$ cat src/rtl/mcycle_pkg.sv
// Shared definitions for the multicycle MIPS-subset control unit.
// Holds the decoded opcode/funct values, ALU command encodings, datapath
// mux select encodings and the control state enumeration.
package mcycle_pkg;

    // Opcodes (IR[31:26])
    localparam logic [5:0] OP_RTYPE = 6'h00;
    localparam logic [5:0] OP_J     = 6'h02;
    localparam logic [5:0] OP_JAL   = 6'h03;
    localparam logic [5:0] OP_BNE   = 6'h05;
    localparam logic [5:0] OP_ADDI  = 6'h08;
    localparam logic [5:0] OP_XORI  = 6'h0E;
    localparam logic [5:0] OP_LW    = 6'h23;
    localparam logic [5:0] OP_SW    = 6'h2B;

    // R-type function codes (IR[5:0])
    localparam logic [5:0] FN_JR  = 6'h08;
    localparam logic [5:0] FN_ADD = 6'h20;
    localparam logic [5:0] FN_SUB = 6'h22;
    localparam logic [5:0] FN_SLT = 6'h2A;

    typedef enum logic [2:0] {
        ALU_ADD  = 3'd0,
        ALU_SUB  = 3'd1,
        ALU_XOR  = 3'd2,
        ALU_SLT  = 3'd3,
        ALU_AND  = 3'd4,
        ALU_NAND = 3'd5,
        ALU_NOR  = 3'd6,
        ALU_OR   = 3'd7
    } alu_cmd_t;

    // Register file destination select
    localparam logic [1:0] REG_DST_RD = 2'd0;
    localparam logic [1:0] REG_DST_RT = 2'd1;
    localparam logic [1:0] REG_DST_RA = 2'd2;

    // ALU operand A select
    localparam logic SRC_A_PC  = 1'b0;
    localparam logic SRC_A_REG = 1'b1;

    // ALU operand B select
    localparam logic [1:0] SRC_B_IMM    = 2'd0;
    localparam logic [1:0] SRC_B_REG    = 2'd1;
    localparam logic [1:0] SRC_B_FOUR   = 2'd2;
    localparam logic [1:0] SRC_B_IMM_SH = 2'd3;

    // Next-PC select
    localparam logic [1:0] PC_SRC_ALU    = 2'd0;
    localparam logic [1:0] PC_SRC_ALUOUT = 2'd1;
    localparam logic [1:0] PC_SRC_JUMP   = 2'd2;
    localparam logic [1:0] PC_SRC_REG    = 2'd3;

    // Register write-back data select
    localparam logic [1:0] WB_SRC_ALUOUT = 2'd0;
    localparam logic [1:0] WB_SRC_MEM    = 2'd1;
    localparam logic [1:0] WB_SRC_PC     = 2'd2;

    typedef enum logic [3:0] {
        ST_RST       = 4'd0,
        ST_FETCH     = 4'd1,
        ST_DECODE    = 4'd2,
        ST_MEM_ADDR  = 4'd3,
        ST_MEM_READ  = 4'd4,
        ST_MEM_WB    = 4'd5,
        ST_MEM_WRITE = 4'd6,
        ST_EXEC_R    = 4'd7,
        ST_WB_R      = 4'd8,
        ST_EXEC_I    = 4'd9,
        ST_WB_I      = 4'd10,
        ST_BRANCH    = 4'd11,
        ST_JUMP      = 4'd12,
        ST_JAL       = 4'd13,
        ST_JR        = 4'd14,
        ST_HALT      = 4'd15
    } state_t;

endpackage

$ cat src/rtl/mcycle_alu_decode.sv
// Combinational ALU command decoder.
// Maps opcode/funct to the ALU command used in the execute states.
// Ports:
//   opcode  - IR[31:26]
//   funct   - IR[5:0], only meaningful for R-type
//   alu_cmd - ALU command (ADD for anything without its own operation)
module mcycle_alu_decode
    import mcycle_pkg::*;
(
    input  logic [5:0] opcode,
    input  logic [5:0] funct,
    output logic [2:0] alu_cmd
);

    always_comb begin
        alu_cmd = ALU_ADD;
        if (opcode == OP_RTYPE) begin
            case (funct)
                FN_SUB:  alu_cmd = ALU_SUB;
                FN_SLT:  alu_cmd = ALU_SLT;
                default: alu_cmd = ALU_ADD;
            endcase
        end else if (opcode == OP_XORI) begin
            alu_cmd = ALU_XOR;
        end
    end

endmodule

$ cat src/rtl/mcycle_control_fsm.sv
// Multicycle MIPS-subset control unit. One state per cycle sequences
// fetch, decode, execute, memory and write-back and drives every write
// enable, mux select and ALU command of the datapath.
// Ports:
//   clk, rst_n      - clock (rising edge), async active-low reset
//   opcode, funct   - instruction fields from the IR
//   zero            - ALU zero flag, used in BRANCH only
//   pc_we, mem_we, ir_we, reg_we - datapath write enables
//   reg_dst, alu_src_a, alu_src_b, pc_src, wb_src - mux selects
//   alu_cmd         - ALU operation
//   illegal         - sticky flag, set when an unsupported instruction halts
//   state_o         - current state code for debug
module mcycle_control_fsm
    import mcycle_pkg::*;
#(
    parameter int ADDR_W = 4
)
(
    input  logic              clk,
    input  logic              rst_n,
    input  logic [5:0]        opcode,
    input  logic [5:0]        funct,
    input  logic              zero,
    output logic              pc_we,
    output logic              mem_we,
    output logic              ir_we,
    output logic              reg_we,
    output logic [1:0]        reg_dst,
    output logic              alu_src_a,
    output logic [1:0]        alu_src_b,
    output logic [2:0]        alu_cmd,
    output logic [1:0]        pc_src,
    output logic [1:0]        wb_src,
    output logic              illegal,
    output logic [ADDR_W-1:0] state_o
);

    state_t     state;
    state_t     next_state;
    logic [2:0] dec_cmd;

    mcycle_alu_decode u_alu_decode (
        .opcode  (opcode),
        .funct   (funct),
        .alu_cmd (dec_cmd)
    );

    // State register plus the sticky illegal flag. The flag is set on the
    // transition into HALT so it is visible in the first HALT cycle, and
    // only reset clears it.
    always_ff @(posedge clk or negedge rst_n) begin
        if (!rst_n) begin
            state   <= ST_RST;
            illegal <= 1'b0;
        end else begin
            state <= next_state;
            if (next_state == ST_HALT) begin
                illegal <= 1'b1;
            end
        end
    end

    // Next-state and Moore outputs. Everything defaults to idle/ADD so each
    // state only lists what it asserts. opcode/funct are consulted only in
    // DECODE, MEM_ADDR and the execute states, where the IR is stable.
    always_comb begin
        next_state = state;
        pc_we      = 1'b0;
        mem_we     = 1'b0;
        ir_we      = 1'b0;
        reg_we     = 1'b0;
        reg_dst    = REG_DST_RD;
        alu_src_a  = SRC_A_PC;
        alu_src_b  = SRC_B_IMM;
        alu_cmd    = ALU_ADD;
        pc_src     = PC_SRC_ALU;
        wb_src     = WB_SRC_ALUOUT;

        case (state)
            ST_RST: next_state = ST_FETCH;

            ST_FETCH: begin
                ir_we      = 1'b1;
                pc_we      = 1'b1;
                alu_src_b  = SRC_B_FOUR;
                next_state = ST_DECODE;
            end

            // The ALU speculatively computes the branch target into ALUout
            // while the opcode is being decoded.
            ST_DECODE: begin
                alu_src_b = SRC_B_IMM_SH;
                case (opcode)
                    OP_LW, OP_SW:     next_state = ST_MEM_ADDR;
                    OP_ADDI, OP_XORI: next_state = ST_EXEC_I;
                    OP_BNE:           next_state = ST_BRANCH;
                    OP_J:             next_state = ST_JUMP;
                    OP_JAL:           next_state = ST_JAL;
                    OP_RTYPE: begin
                        case (funct)
                            FN_ADD, FN_SUB, FN_SLT: next_state = ST_EXEC_R;
                            FN_JR:                  next_state = ST_JR;
                            default:                next_state = ST_HALT;
                        endcase
                    end
                    default: next_state = ST_HALT;
                endcase
            end

            ST_MEM_ADDR: begin
                alu_src_a  = SRC_A_REG;
                next_state = (opcode == OP_SW) ? ST_MEM_WRITE : ST_MEM_READ;
            end

            ST_MEM_READ: next_state = ST_MEM_WB;

            ST_MEM_WB: begin
                reg_we     = 1'b1;
                reg_dst    = REG_DST_RT;
                wb_src     = WB_SRC_MEM;
                next_state = ST_FETCH;
            end

            ST_MEM_WRITE: begin
                mem_we     = 1'b1;
                next_state = ST_FETCH;
            end

            ST_EXEC_R: begin
                alu_src_a  = SRC_A_REG;
                alu_src_b  = SRC_B_REG;
                alu_cmd    = dec_cmd;
                next_state = ST_WB_R;
            end

            ST_WB_R: begin
                reg_we     = 1'b1;
                next_state = ST_FETCH;
            end

            ST_EXEC_I: begin
                alu_src_a  = SRC_A_REG;
                alu_cmd    = dec_cmd;
                next_state = ST_WB_I;
            end

            ST_WB_I: begin
                reg_we     = 1'b1;
                reg_dst    = REG_DST_RT;
                next_state = ST_FETCH;
            end

            // BNE: the only output depending on an input. The PC loads the
            // target held in ALUout when the operands differ.
            ST_BRANCH: begin
                alu_src_a  = SRC_A_REG;
                alu_src_b  = SRC_B_REG;
                alu_cmd    = ALU_SUB;
                pc_src     = PC_SRC_ALUOUT;
                pc_we      = ~zero;
                next_state = ST_FETCH;
            end

            ST_JUMP: begin
                pc_we      = 1'b1;
                pc_src     = PC_SRC_JUMP;
                next_state = ST_FETCH;
            end

            // The PC already holds PC+4 from FETCH, which is the link value.
            ST_JAL: begin
                reg_we     = 1'b1;
                reg_dst    = REG_DST_RA;
                wb_src     = WB_SRC_PC;
                pc_we      = 1'b1;
                pc_src     = PC_SRC_JUMP;
                next_state = ST_FETCH;
            end

            ST_JR: begin
                pc_we      = 1'b1;
                pc_src     = PC_SRC_REG;
                next_state = ST_FETCH;
            end

            ST_HALT: next_state = ST_HALT;

            default: next_state = ST_RST;
        endcase
    end

    assign state_o = ADDR_W'(state);

endmodule

$ cat config.mk
export PLATFORM = sky130hd
export DESIGN_NAME = mcycle_control_fsm
export DESIGN_NICKNAME = d
export VERILOG_FILES = /design/src/rtl/mcycle_pkg.sv /design/src/rtl/mcycle_alu_decode.sv /design/src/rtl/mcycle_control_fsm.sv
export SDC_FILE = /design/constraint.sdc
export NUM_CORES = 1
export LEC_CHECK = 0
export CORE_MARGIN = 5
export CORE_UTILIZATION = 44
export CTS_BUF_LIST = sky130_fd_sc_hd__clkbuf_4 sky130_fd_sc_hd__clkbuf_8
export CTS_CLUSTER_SIZE = 24
export DETAILED_ROUTE_END_ITERATION = 16
export PLACE_DENSITY = 0.88
export SLEW_MARGIN = 20
export SYNTH_ARGS = -nofsm -noshare
export SYNTH_HDL_FRONTEND = slang
export SYNTH_SLANG_ARGS = --single-unit
$ cat constraint.sdc
create_clock -name clk -period 2.4 [get_ports clk]
set_input_delay 0.36 -clock clk [delete_from_list [all_inputs] [get_ports clk]]
set_output_delay 0.36 -clock clk [all_outputs]
set_load 0.02 [all_outputs]
=== After elaboration in Yosys (flattened, before gate mapping) ===
Cells that the tools add are included.

* Reductions and logical operators: 13
* Equality and inequality tests: 27
* Bitwise gates (word level): 1
* Multiplexer cells: 17

{| class="wikitable"
|+ Operators with widths
! kind !! count
|-
| $eq 4x4->1 const B || 9
|-
| $pmux 4 s8 || 1
|-
| $eq 6x6->1 const B || 5
|-
| $pmux 4 s6 || 1
|-
| $eq 6x4->1 const B || 3
|-
| $eq 4x3->1 const B || 4
|-
| $eq 6x2->1 const B || 2
|-
| $pmux 2 s2 || 3
|-
| $pmux 2 s3 || 2
|-
| $reduce_or 2->1 || 6
|-
| $reduce_or 4->1 || 3
|-
| $reduce_or 9->1 || 1
|-
| $eq 4x2->1 const B || 2
|-
| $pmux 4 s2 || 1
|-
| $eq 6x3->1 const B || 1
|-
| $logic_not 6->1 || 1
|-
| $pmux 3 s2 || 1
|-
| $eq 4x1->1 const B || 1
|-
| $logic_not 4->1 || 1
|-
| $mux 1 || 4
|-
| $mux 2 || 2
|-
| $mux 3 || 1
|-
| $reduce_or 3->1 || 1
|-
| $pmux 1 s2 || 1
|-
| $not 1->1 || 1
|}

* Register bits after elaboration: 5
* Output and inout port bits: 21
* Logic and storage cells: 60

=== Depth between registers and ports, before layout ===
Gate-level depths: netlist of run 1.

* Depth in word-level cells: 6
* Gate-level depth with buffers: 6
* Gate-level depth less buffers: 5

=== Cells and area by module ===
Synthesis of run 1 repeated with hierarchy kept, for this count alone.

* Cell total of the unflattened synthesis: 98
* Area total of the unflattened synthesis: 726.9 µm²

{| class="wikitable"
|+ Modules (own cells, without submodules)
! module !! sequential area each (µm²) !! area an instance (µm²) !! cells an instance !! times used
|-
| mcycle_control_fsm || 125.1 || 650.6 || 89 || 1
|-
| mcycle_alu_decode || 0.0 || 76.3 || 9 || 1
|}

=== Worst setup path before layout of run 1 ===
No wires, ideal clock.

* Path kind: register to output
* Start: register state[0], in the netlist state_o[0]
* End: output wb_src[1]
* Cell stages (with the launch flop): 6
* Data required time: 2.040 ns
* Data arrival time: 1.700 ns
* Setup slack: 0.340 ns
* Buffers on the path: 3
* Path through: dfrtp_1 > clkbuf_1 > clkbuf_1 > nand2b_1 > nor2_1 > buf_4

* Longest elaborated chain between the ends: 2

{| class="wikitable"
|+ Ends and longest elaborated chain
! item !! line !! RTL
|-
| from (decl) || mcycle_control_fsm.sv:38 || <nowiki>state_t state;</nowiki>
|-
| from (signal assigned) || mcycle_control_fsm.sv:56 || <nowiki>state <= next_state;</nowiki>
|-
| $eq 4x4->1 / $eq 4x3->1 (equally long branches) || mcycle_control_fsm.sv:79 || <nowiki>case (state)</nowiki>
|-
| $pmux 2 s2 (*) || mcycle_control_fsm.sv:79 ||
|-
| to (decl) || mcycle_control_fsm.sv:33 || <nowiki>output logic [1:0] wb_src,</nowiki>
|}

Mark *: on every way between the ends. The rest lies on a longest branch, timed or not.

=== Final worst setup path of run 1 ===
* Start: input funct[4]
* End: output alu_cmd[1]

* Longest elaborated chain between the ends: 4

{| class="wikitable"
|+ Ends and longest elaborated chain
! item !! line !! RTL
|-
| from (decl) || mcycle_control_fsm.sv:22 || <nowiki>input logic [5:0] funct,</nowiki>
|-
| $eq 6x6->1 || mcycle_alu_decode.sv:18 || <nowiki>case (funct)</nowiki>
|-
| $pmux 2 s2 (*) || mcycle_alu_decode.sv:18 ||
|-
| $mux 3 (*) || mcycle_alu_decode.sv:17 || <nowiki>if (opcode == OP_RTYPE) begin</nowiki>
|-
| $pmux 3 s2 (*) || mcycle_control_fsm.sv:79 ||
|-
| to (decl) || mcycle_control_fsm.sv:31 || <nowiki>output logic [2:0] alu_cmd,</nowiki>
|}

Marks and branches as above.

==> results of run 1 <==
-- cells in the mapped netlist (all sizes together), types with 3 or more instances --
library cell | count | area (um2)
inv | 3 | 11.3
a21oi | 4 | 20.0
buf | 3 | 18.8
and3 | 3 | 21.3
nand2 | 6 | 22.5
nand2b | 5 | 31.3
nor2 | 12 | 45.0
a2111oi | 3 | 46.3
o21ai | 10 | 50.1
nor3 | 3 | 15.0
clkbuf | 5 | 18.8
dfrtp | 5 | 125
-- final timing paths --
check	to	cells past startpoint
min in group clk	illegal$_DFFE_PN0N_	1
worst min register to register	illegal$_DFFE_PN0N_	1
worst min-delay path	illegal$_DFFE_PN0N_	1
worst max register to register	illegal$_DFFE_PN0N_	5
worst max-delay path	alu_cmd[1]	6
max in group asynchronous	state_o[1]$_DFF_PN0_	1
-- cells by family (layout without fill, tap and decap cells) --
family	count (synthesis)	in the layout	synth area share [%]
and+or+nand+nor	47	47	38.2
AOI/OAI and AO/OA	30	30	32.6
buffers and inverters	11	57	6.90
DFF	5	5	17.7
muxes	2	2	2.83
other	1	1	0.530
xor gates and xnor gates	1	1	1.24
-- metal layers --
metal | part of all wire, % | global-route usage, %
met5 | 0 | 0
met4 | 0 | 1.31
met3 | 4.2 | 3.01
met2 | 55 | 33.9
met1 | 41 | 24.8
-- registers in the layout, indices dropped and copies added, names as in the netlist --
register / count
illegal: 1
state_o: 4
-- final cells by class --
class	instances	area share, %
Sequential cell	5	10.7
Tap cell	16	1.67
Multi-Input combinational cell	81	46.3
Timing Repair Buffer	50	37.9
Inverter	3	0.940
Clock buffer	4	2.51
-- metrics by stage --
stage	instances	util [%]	cell area [um2]	power, uW	hold slack [ps]
floorplan	97	-	707	677	64.4
global route	159	78.6	1200	1260	352
global placement	154	75.0	1140	1030	455
finish	159	78.6	1200	1170	347
detailed placement	154	75.0	1140	1060	479
CTS	158	76.9	1170	1170	349
-- worst max-delay path, delay by kind of cell --
kind,cells,cell delay [ps]
AOI/OAI and AO/OA,1,140
buffers and inverters,2,790
and+or+nand+nor,3,600
-- where the power goes --
part | switching, uW | total (uW) | internal (uW) | leakage, uW
registers | 83.2 | 203 | 120 | 0.0000560
clock network | 29.0 | 103 | 73.8 | 0.0000184
logic | 469 | 868 | 400 | 0.000410
total | 581 | 1170 | 593 | 0.000484
-- repair_timing --
item / CTS / global route
setup buffers: 0 / 1
resized for setup: 4 / 7
pin swaps: 0 / 2
setup endpoints to repair: 2 / 10
==> impl_metrics.ini, run 1 <==
[run_status]
status = finished clean

[cts]
cts.sinks = 5
path_clk_slew_ps = 40
tritoncts = done
clk_latency_ps = 230
h-tree-depth = 1
root_buffer = clkbuf_4
clk_path_buf_depth = 2
cts_buffers = 3
postCtsHoldBufs = 0

[floorplan]
ios = 36
coreArea_um2 = 1520
die_area_um2 = 2510
std_cell_rows = 14
die_h_um = 50.1
initial_utilization_pct = 46.4
die_x_um = 50.1

[detailed_routing]
dr_total_vias = 933
drc = 0
drtAntennaViolNets = 0
drtIter0Drc = 25
viasPerCell = 5.87
wl_per_cell_um = 15.7
wl_um = 2500
firstDrtPassIters = 4

[yosys]
ys_ff_latch = 5
synth_cell_types = 43
syn_avg_cell_area_um2 = 7.29
synth-main-ff-cell = dfrtp_1
synth_seq_area_share_pct = 17.7
ys_warn_count = 0
syn_nets = 112
syn_area_um2 = 707
async_flop_share_pct = 100
synth_edf_count = 0
syn_inst = 97

[critical_path]
crit_slowest_cell = clkdlybuf4s50_1
end_kind = primary output
worst-path-max-fanout = 3
start_kind = input pin
worstPathRequired_ps = 2040
startpoint = funct[4]
timing.critical_path.cells = clkdlybuf4s50_1 > nor4b_4 > nand4_1 > nor2_1 > o211a_1 > dlygate4sd2_1
rrSetupSlack_ps = 720
crit_path_max_incr_delay_ps = 460
path_class = in2out
r2r-start = state_o[0]$_DFF_PN0_
cp.arrival_ps = 1900

[sta]
setup_viol = 0
tns_ps = 0
setup_slack_ps = 140
tightest_slew_ps = 554
final_hold_viol_count = 0
slew_headroom_pct = 62.6
slew_viol_final = 0
fmax_mhz = 442
finalClockSkew_ps = 0.761
grt_setup_unrepaired = no
timing.final.crit_period_ps = 2260
finalCritPeriodShare_pct = 94.2

[global_routing]
grt_remaining_overflow = 0
grt_usage_pct = 19.1
grt_max_degree = 22
grt_pass1_wl_um = 3930
grt_pass1_vias = 864
antenna_found_initial = 0

[cells_and_area]
final_common_cell = clkdlybuf4s50_1
multi_input_area_um2 = 554
nFillCells = 111
diodes = 0
drive_gt1_share_pct = 23.1
final_cell_mix = clkdlybuf4s50_1, buf_4, nor2_1
final_nets = 159
final-seq-area_um2 = 128
area_delta_synth_final_pct = 69.4

[power_and_ir_drop]
p_leak_uw = 0.000484
peakVddDrop_uv = 900
powerDensity_nw_per_um2 = 981

[place]
port_buffers = 34
dp_worst_setup_slack_ps = -340
hpwl_um = 1960
gp_congestion = 0.865

[min_path]
hp-class = in2async

[job]
drv_cap = 0
No activity file was read; power rests on OpenSTA's default activity.
==> run 2, diff against run 1 <==
--- a/config.mk
+++ b/config.mk
@@ -11,7 +11,6 @@
 export CTS_CLUSTER_SIZE = 24
 export DETAILED_ROUTE_END_ITERATION = 16
 export PLACE_DENSITY = 0.88
-export SLEW_MARGIN = 20
 export SYNTH_ARGS = -nofsm -noshare
 export SYNTH_HDL_FRONTEND = slang
 export SYNTH_SLANG_ARGS = --single-unit
==> results of run 2 <==
No change in the layout: final DEF, timing and power equal those of run 1.
==> run 3, diff against run 2 <==
--- a/config.mk
+++ b/config.mk
@@ -7,7 +7,7 @@
 export LEC_CHECK = 0
 export CORE_MARGIN = 5
 export CORE_UTILIZATION = 44
-export CTS_BUF_LIST = sky130_fd_sc_hd__clkbuf_4 sky130_fd_sc_hd__clkbuf_8
+export CTS_BUF_LIST = sky130_fd_sc_hd__clkbuf_8
 export CTS_CLUSTER_SIZE = 24
 export DETAILED_ROUTE_END_ITERATION = 16
 export PLACE_DENSITY = 0.88
==> impl_metrics.ini, run 3 (synthesized netlist as in run 1, its figures left out) <==
[cells_and_area]
final_nets = 158
area_delta_synth_final_pct = 70.4
diodes = 0
final_cell_mix = clkdlybuf4s50_1, buf_4, nor2_1
largest_register_ffs = 4
layout.cells.non_filler = 158
nFillCells = 109
drive_gt1_share_pct = 20.4
final_common_cell = clkdlybuf4s50_1
fin_area_um2 = 1200

[power_and_ir_drop]
peakVddDrop_uv = 925
p_leak_uw = 0.000482
switchingPower_uw = 585
power.internal_uw = 627
p_seq_share_pct = 16.6
power_uw = 1210
switching_share_pct = 48.3
powerDensity_nw_per_um2 = 1010
clkPwrFrac_pct = 11.9
p_comb_share_pct = 71.6

[critical_path]
rrSetupSlack_ps = 670
path_class = in2out
worstPathRequired_ps = 2040
cp.arrival_ps = 2000
worst-path-max-fanout = 3
rr_worst_depth = 5
start_kind = input pin
end_kind = primary output

[place]
gp_congestion = 0.865
place_inst = 154
placed_area_um2 = 1140
port_buffers = 34
hpwl_um = 1960
dp_worst_setup_slack_ps = -340

[cts]
postCtsHoldBufs = 0
cts.sinks = 5
cts_resized = 4
root_buffer = clkbuf_8
path_clk_slew_ps = 30
tritoncts = done
clk_latency_ps = 210
h-tree-depth = 1
cts_buffers = 3
post_cts_buffers = 0
clk_path_buf_depth = 2

[detailed_routing]
wl_per_cell_um = 15.5
drtAntennaViolNets = 0
wl_um = 2450
viasPerCell = 5.86
dr_total_vias = 926
drc = 0
firstDrtPassIters = 4
drtIter0Drc = 14

[sta]
fmax_mhz = 424
setup_viol = 0
fin_hold_ws_ps = 367
tightest_slew_ps = 593
finalClockSkew_ps = 0.961
grt_setup_unrepaired = yes
finalCritPeriodShare_pct = 98.3
slew_headroom_pct = 60.0
final_hold_viol_count = 0
setup_slack_ps = 40.8
timing.final.crit_period_ps = 2360
slew_viol_final = 0

[global_routing]
grt_use_met1_pct = 24.8
grtUsageMet2_pct = 33.3
grt_usage_pct = 19.0
grt_max_degree = 22
grt_pass1_vias = 859
grt_pass1_wl_um = 3910
grt_use_met3_pct = 2.11
grt_busiest_layer = met2
antenna_found_initial = 0
grt_remaining_overflow = 0

[floorplan]
die_x_um = 50.1
ios = 36
die_h_um = 50.1
coreArea_um2 = 1520
die_area_um2 = 2510
std_cell_rows = 14
initial_utilization_pct = 46.4

[job]
drv_cap = 0

[min_path]
hp-class = in2async

[run_status]
status = finished clean
run 3: metrics by stage:
step                      utilization (%)  TNS, ps
after floorplan                         -        0
after global placement               75.0     -423
after detailed placement             75.0     -529
after CTS                            77.9        0
after global routing                 79.1    -59.1
final                                79.1        0
run 3: power by group through the flow:
stage / sequential, uW / clock (uW) / combinational (uW)
global route: 215 / 151 / 927
finish: 201 / 144 / 867
detailed placement: 198 / 0 / 859
floorplan: 176 / 0 / 501
CTS: 197 / 146 / 864
global placement: 195 / 0 / 839
run 3: final timing paths:
kind | startpoint | end
hold reg to reg | illegal$_DFFE_PN0N_ | illegal$_DFFE_PN0N_
hold / removal | rst_n | state_o[0]$_DFF_PN0_
setup reg to reg | state_o[0]$_DFF_PN0_ | illegal$_DFFE_PN0N_
setup / recovery | funct[0] | alu_cmd[0]
max in group asynchronous | rst_n | state_o[1]$_DFF_PN0_
min in group clk | illegal$_DFFE_PN0N_ | illegal$_DFFE_PN0N_
run 3: layout make-up:
cell class              count  area, um2  area share, %
repair buffers             49        454           37.7
clock buffers               3       41.3           3.43
well taps                  16       20.0           1.66
inverters                   3       11.3          0.935
flip-flops and latches      5        126           10.5
multi-input cells          81        548           45.5
clock inverters             1       3.75          0.312
run 3: per-layer routing:
| metal | wire length, um | up-vias | part of all wire (%) |
|---|---|---|---|
| li1 | - | 452 | - |
| met1 | 970 | 445 | 40 |
| met2 | 1350 | 27 | 55 |
| met3 | 103 | 2 | 4.2 |
| met4 | 23 | 0 | 0.94 |
| met5 | 0 | - | 0 |
run 3: critical path: stages:
cell	delay, ps
clkdlybuf4s50_1	460
nor4b_4	330
nand4_1	170
o21ai_0	200
a21oi_1	90
nor2b_1	120
clkdlybuf4s15_2	270
